==> config.mk <==
export PLATFORM = sky130hd
export DESIGN_NAME = rr_burst_mux_arbiter
export DESIGN_NICKNAME = d
export VERILOG_FILES = /design/src/rtl/rr_burst_mux_arbiter.sv
export SDC_FILE = /design/constraint.sdc
export NUM_CORES = 1
export LEC_CHECK = 0
export CAP_MARGIN = 10
export CORE_AREA = 2 2 59 61
export CTS_CLUSTER_DIAMETER = 30
export CTS_CLUSTER_SIZE = 12
export DETAILED_ROUTE_END_ITERATION = 12
export DIE_AREA = 0 0 61 63
export PLACE_DENSITY = 0.89
export SLEW_MARGIN = 10
export SYNTH_ARGS = -nofsm -noshare
export SYNTH_HDL_FRONTEND = slang
export SYNTH_SLANG_ARGS = --single-unit
==> constraint.sdc <==
create_clock -name clk -period 4.5 [get_ports clk]
set_input_delay 0.9 -clock clk [delete_from_list [all_inputs] [get_ports clk]]
set_output_delay 0.9 -clock clk [all_outputs]
set_load 0.02 [all_outputs]
==> src/rtl/rr_burst_mux_arbiter.sv <==
// Round-robin, burst-locking arbiter feeding a shared N:1 mux into a one-entry
// registered output buffer. A winner owns the mux until its last beat is accepted.
//
// state    | meaning
// ---------+-------------------------------------------------------------
// S_IDLE   | no owner; rotating-priority scan from ptr picks each beat
// S_LOCKED | owner_q holds the mux until its last beat is accepted

module rr_burst_mux_arbiter #(
  parameter  int N     = 4,
  parameter  int W     = 8,
  localparam int SEL_W = $clog2(N)
) (
  input  logic               clk,
  input  logic               rst,
  input  logic [N-1:0]       req_valid,
  input  logic [N*W-1:0]     req_data,
  input  logic [N-1:0]       req_last,
  output logic [N-1:0]       req_ready,
  output logic               out_valid,
  output logic [W-1:0]       out_data,
  output logic               out_last,
  output logic [SEL_W-1:0]   out_sel,
  input  logic               out_ready,
  output logic               busy
);

  typedef enum logic {S_IDLE, S_LOCKED} state_t;

  state_t             state_q;
  logic [SEL_W-1:0]   ptr_q;
  logic [SEL_W-1:0]   owner_q;
  logic               out_valid_q;
  logic [W-1:0]       out_data_q;
  logic               out_last_q;
  logic [SEL_W-1:0]   out_sel_q;
  logic               busy_q;

  logic               can_accept;
  logic               win_found;
  logic [SEL_W-1:0]   win_idx;
  logic [SEL_W-1:0]   scan_idx;
  logic               xfer;
  logic [SEL_W-1:0]   out_sel_d;
  logic [W-1:0]       out_data_d;
  logic               out_last_d;

  // First valid requester at or after ptr, wrapping modulo N.
  always_comb begin
    win_found = 1'b0;
    win_idx   = '0;
    scan_idx  = '0;
    for (int k = 0; k < N; k++) begin
      scan_idx = ptr_q + SEL_W'(k);
      if (!win_found && req_valid[scan_idx]) begin
        win_found = 1'b1;
        win_idx   = scan_idx;
      end
    end
  end

  // Ready never depends on req_last or on ready itself, so no comb loops upstream.
  always_comb begin
    can_accept = !out_valid_q || out_ready;
    req_ready  = '0;
    out_sel_d  = win_idx;
    if (state_q == S_LOCKED) begin
      out_sel_d          = owner_q;
      req_ready[owner_q] = can_accept && req_valid[owner_q];
    end else if (win_found && can_accept) begin
      req_ready[win_idx] = 1'b1;
    end
    xfer       = |req_ready;
    out_data_d = req_data[out_sel_d*W +: W];
    out_last_d = req_last[out_sel_d];
  end

  always_ff @(posedge clk) begin
    if (rst) begin
      state_q     <= S_IDLE;
      ptr_q       <= '0;
      owner_q     <= '0;
      out_valid_q <= 1'b0;
      out_data_q  <= '0;
      out_last_q  <= 1'b0;
      out_sel_q   <= '0;
      busy_q      <= 1'b0;
    end else begin
      if (xfer) begin
        out_valid_q <= 1'b1;
        out_data_q  <= out_data_d;
        out_last_q  <= out_last_d;
        out_sel_q   <= out_sel_d;
      end else if (out_ready) begin
        out_valid_q <= 1'b0;
      end

      case (state_q)
        S_IDLE: begin
          if (xfer) begin
            if (out_last_d) begin
              ptr_q <= out_sel_d + SEL_W'(1);
            end else begin
              state_q <= S_LOCKED;
              owner_q <= out_sel_d;
              busy_q  <= 1'b1;
            end
          end
        end
        S_LOCKED: begin
          // A stalled owner keeps the lock indefinitely; only its last beat releases it.
          if (xfer && out_last_d) begin
            state_q <= S_IDLE;
            ptr_q   <= owner_q + SEL_W'(1);
            busy_q  <= 1'b0;
          end
        end
        default: state_q <= S_IDLE;
      endcase
    end
  end

  assign out_valid = out_valid_q;
  assign out_data  = out_data_q;
  assign out_last  = out_last_q;
  assign out_sel   = out_sel_q;
  assign busy      = busy_q;

endmodule

## After elaboration in Yosys (flattened, before gate mapping)

Index checks and enable logic that the tools add are counted.

| cells by class | value |
|---|---|
| add/sub/neg operators | 5 |
| order comparisons | 9 |
| equality and inequality tests | 4 |
| shift-type cells | 1 |
| muxes and demuxes | 41 |
| bitwise logic cells | 3 |
| reductions and logical operators | 18 |

Operators by type and width:

| cell | count |
|---|---|
| $shiftx 32x6->8 | 1 |
| $lt 2x3->1 const B | 7 |
| $mux 1 | 20 |
| $mux 2 | 8 |
| $bmux 1 s2 | 6 |
| $reduce_and 3->1 | 3 |
| $logic_and 1x1->1 | 8 |
| $mux 4 | 2 |
| $add 2x1->2 const B | 3 |
| $ne 2x2->1 const B | 3 |
| $add 2x2->2 const B | 2 |
| $and 4x4->4 | 1 |
| $demux 1 s2 | 2 |
| $ge 2x1->1 const B | 2 |
| $logic_not 1->1 | 4 |
| $pmux 1 s2 | 2 |
| $pmux 2 s2 | 1 |
| $reduce_or 4->1 | 1 |
| $ne 2x1->1 const B | 1 |
| $not 1->1 | 2 |
| $reduce_bool 2->1 | 1 |
| $logic_or 1x1->1 | 1 |

| storage, ports and cells | value |
|---|---|
| bits in registers | 18 |
| input bits | 43 |
| output and inout port bits | 17 |
| logic and storage cells | 89 |

## Longest topological paths before layout

| logic depth | value |
|---|---|
| depth after elaboration | 22 |
| gate-level depth with buffers | 7 |
| mapped depth without buffers | 6 |

## Least setup slack after synthesis

No wires, ideal clock.

| timing path | value |
|---|---|
| kind | input to output |
| from | input req_valid[2] |
| to | output req_ready[3] |
| arrival | 2.026 ns |
| data required time | 3.600 ns |
| setup slack | 1.574 ns |
| stages | 5 |
| path buffers | 0 |
| cells stage by stage | nor2b_2 > nor2_1 > a21oi_1 > inv_1 > o21ai_0 |

| on the way | value |
|---|---|
| word-level cells in the longest chain between the ends | 18 |
| elaborated cells between the ends (all ways) | 34 |
| those cells by class | 2 x order compare; 22 x mux; 1 x bitwise; 9 x reduce/logical |

Ends and longest elaborated chain:

| element | RTL line | RTL |
|---|---|---|
| start: declaration | 16 | `input logic [N-1:0] req_valid,` |
| $bmux 1 s2 | 55 | `if (!win_found && req_valid[scan_idx]) begin` |
| $mux 1 (not written as such) | 55 |  |
| $mux 1 | 55 |  |
| $logic_not 1->1 | 55 |  |
| $logic_and 1x1->1 | 55 |  |
| $mux 1 | 55 |  |
| $logic_not 1->1 | 55 |  |
| $logic_and 1x1->1 | 55 |  |
| [... 2 more ...] | -- |  |
| $logic_and 1x1->1 | 55 |  |
| $mux 2 | 55 |  |
| $lt 2x3->1 (not written as such) / $ge 2x1->1 (equally long branches) | 71 | `req_ready[win_idx] = 1'b1;` |
| $logic_and 1x1->1 (not written as such) | 71 |  |
| $mux 1 (not written as such) | 71 |  |
| $demux 1 s2 | 71 |  |
| $mux 4 | 70 | `end else if (win_found && can_accept) begin` |
| $mux 4 (*) | 67 | `if (state_q == S_LOCKED) begin` |
| end: declaration | 19 | `output logic [N-1:0] req_ready,` |

Every way passes the cells marked *; elsewhere a longest branch is shown, timed or not. The select of a mux whose other input is x is not followed.

## Worst setup path in the final report

Same ends and word-level chain as after synthesis.

==> flow_metrics.tcl <==
set metrics [dict create \
    place.gp.congestion 0.902 \
    hold_buffers 0 \
    grt_pass1_wl_um 5920 \
    ys_ff_latch 18 \
    cts_tree "done" \
    synth_area_um2 1380 \
    rsz0062_at_grt "no" \
    port_buffers 59 \
    hold_class "reg2reg" \
    routedWlPerCell_um 13.4 \
    rows 21 \
    die_x_um 61 \
    fillerInstances 295 \
    path_cells "clkdlybuf4s50_1 > nor2b_2 > nor2_1 > a21oi_1 > inv_1 > o21ai_0 > clkdlybuf4s50_1" \
    grt_remaining_overflow 0 \
    hpwl_um 2730 \
    ys_top_cells_by_count "mux2i_1 (19), dfxtp_1 (18), nor2_1 (15)" \
    ys_warn_count 0 \
    worstPathArrival_ns 3.06 \
    slowest_delay_ns 0.62 \
    htree_levels 1 \
    avgSynthCellArea_um2 8.81 \
    max_freq_mhz 253 \
    synthToLayoutAreaGrowth_pct 45.8 \
    final.setup_skew_ns 0.00901 \
    maxCapViolCount 0 \
    grt_pass1_vias 1393 \
    cts_root_buf "clkbuf_4" \
    start_util 0.428 \
    worstReg2RegStart "owner_q[1]" \
    min_period_ns 3.96 \
    core_um2 3230 \
    synth-edff-count 0 \
    async_flop_share 0 \
    yosysTopAreaCellShare 0.260 \
    grt_start_max_net_pins 23 \
    fin_crit_sh 0.880 \
    drt-total-wl_um 3460 \
    finalNonFillerCells 258 \
    hold_viol 0 \
    cp-start-kind "primary input" \
    yosysMostFrequentCell "mux2i_1" \
    holdPathEnd "out_data[5]" \
    cp_slowest_cell "clkdlybuf4s50_1" \
    tightest_slew_ns 0.611 \
    fp.dieH_um 63 \
    place_inst 254 \
    dr.pass1.iters 4 \
    dieArea_um2 3840 \
    cts_buffer_depth 2 \
    cts_setup_buffers 0 \
    cpMostUsedCell "clkdlybuf4s50_1" \
    antenna_found_initial 0 \
    peakVddDrop_mv 0.365 \
    cts.sinks 18 \
    finalNetCount 256 \
    power.density_nw_per_um2 587 \
    drv_slew 0 \
    ctsResizeCount 0 \
    worstHoldStart "out_data[5]" \
    ys_top_cells_by_area "dfxtp_1 (26%), mux2i_1 (14%), mux2_2 (6.5%), nand3b_1 (4.3%), nor2_1 (4.1%)" \
    setup_viol 0 \
    antenna-diode-count 0 \
    critPathMaxFanout 5 \
    synth_area_leader_cell "dfxtp_1" \
    outcome "completed" \
    cts-buffers-inserted 3 \
    p_leak_nw 0.727 \
    first_iter_violations 95 \
    setup_tns_ns 0 \
    crit_required_ns 3.60 \
    drive_gt1_frac 0.123 \
    grt_use_total 0.196 \
    reg2reg_depth 5 \
    power_mw 1.18 \
    end_kind "primary output" \
    criticalPathCategory "in2out" \
    reg2reg_slack_ns 2.31 \
    yosysUniqueCellTypes 43 \
    path_clk_slew_ns 0.10 \
    synth_top_flop_cell "dfxtp_1" \
    fin_util 0.624 \
    vias 1419 \
    postRouteAntennaNets 0 \
    synth_nets 200 \
    syn-instance-count 157 \
    whs_ns 0.482 \
    relSlewSlack 0.591 \
    viasPerCell 5.50 \
    ys_seq_area_frac 0.260 \
    ioPinCount 60 \
    clk_latency_ns 0.30 \
    drcViolationCount 0 \
    holdPathStages 2 \
]
-- sequential cells by signal, summed over array words and instances (netlist names), named ones only --
| name | cells |
|---|---|
| out_sel | 2 |
| out_last | 1 |
| out_data | 8 |
| out_valid | 1 |
| busy | 1 |
| owner_q | 2 |
| ptr_q | 2 |
-- cell type report --
| cell class | count | area (µm²) | share of cell area |
|---|---|---|---|
| clock buffers | 4 | 36.3 | 0.0180 |
| inverters | 2 | 7.51 | 0.00372 |
| multi-input cells | 128 | 957 | 0.475 |
| flip-flops and latches | 18 | 360 | 0.179 |
| well taps | 46 | 57.6 | 0.0285 |
| repair buffers | 60 | 598 | 0.297 |
-- worst max-delay path by stage --
stage / startpoint / end / slack (ns) / cells past startpoint
floorplan: req_valid[2] / req_ready[3] / 1.57 / 5
global placement: req_valid[3] / req_ready[0] / 0.58 / 5
detailed placement: req_valid[2] / req_ready[3] / 0.54 / 7
CTS: req_valid[2] / req_ready[3] / 0.55 / 7
global route: req_valid[0] / req_ready[2] / 0.38 / 8
finish: req_valid[2] / req_ready[3] / 0.54 / 7
-- worst max-delay path, delay by kind of cell --
kind / cells / cell delay (ns)
AOI/OAI and AO/OA: 2 / 0.55
buffers and inverters: 3 / 1.26
and+or+nand+nor: 2 / 0.35
-- cell families (layout without fill, tap and decap cells) --
logic type | count (synthesis) | count (layout) | share of synthesized area
simple gates | 64 | 64 | 0.259
compound gates | 35 | 35 | 0.205
mux | 28 | 28 | 0.222
flops | 18 | 18 | 0.260
buf+inv | 11 | 66 | 0.0479
xor+xnor | 1 | 1 | 0.00633
-- per-stage QoR --
stage	setup slack, ns	area [µm²]
2_1_floorplan	1.57	1380
3_3_place_gp	0.577	1980
3_5_place_dp	0.542	1980
4_1_cts	0.553	2020
5_1_grt	0.383	2020
6_report	0.541	2020
-- routing by layer --
layer	GRT usage	part of all wire
met4	0.0543	0.013
met3	0.0642	0.082
met2	0.337	0.51
met5	0	0
met1	0.226	0.39
-- layout by cell type, fill, tap and decap left out, types with 4 or more instances in the layout --
cell type / count
a21oi_1: 7
nand2b_1: 6
dfxtp_1: 18
nor3_1: 5
nand3b_1: 8
clkdlybuf4s50_1: 59
o21ai_1: 8
nand2_1: 9
nor2_1: 15
or3_1: 4
mux2_2: 8
mux2i_1: 19
-- power by group --
part | total [mW] | internal [mW] | switching (mW) | leakage, nW
Combinational | 0.786 | 0.384 | 0.402 | 0.557
Clock | 0.102 | 0.0493 | 0.0523 | 0.0210
Sequential | 0.296 | 0.230 | 0.0658 | 0.149
Note: power is estimated with default switching activity, not from simulation.
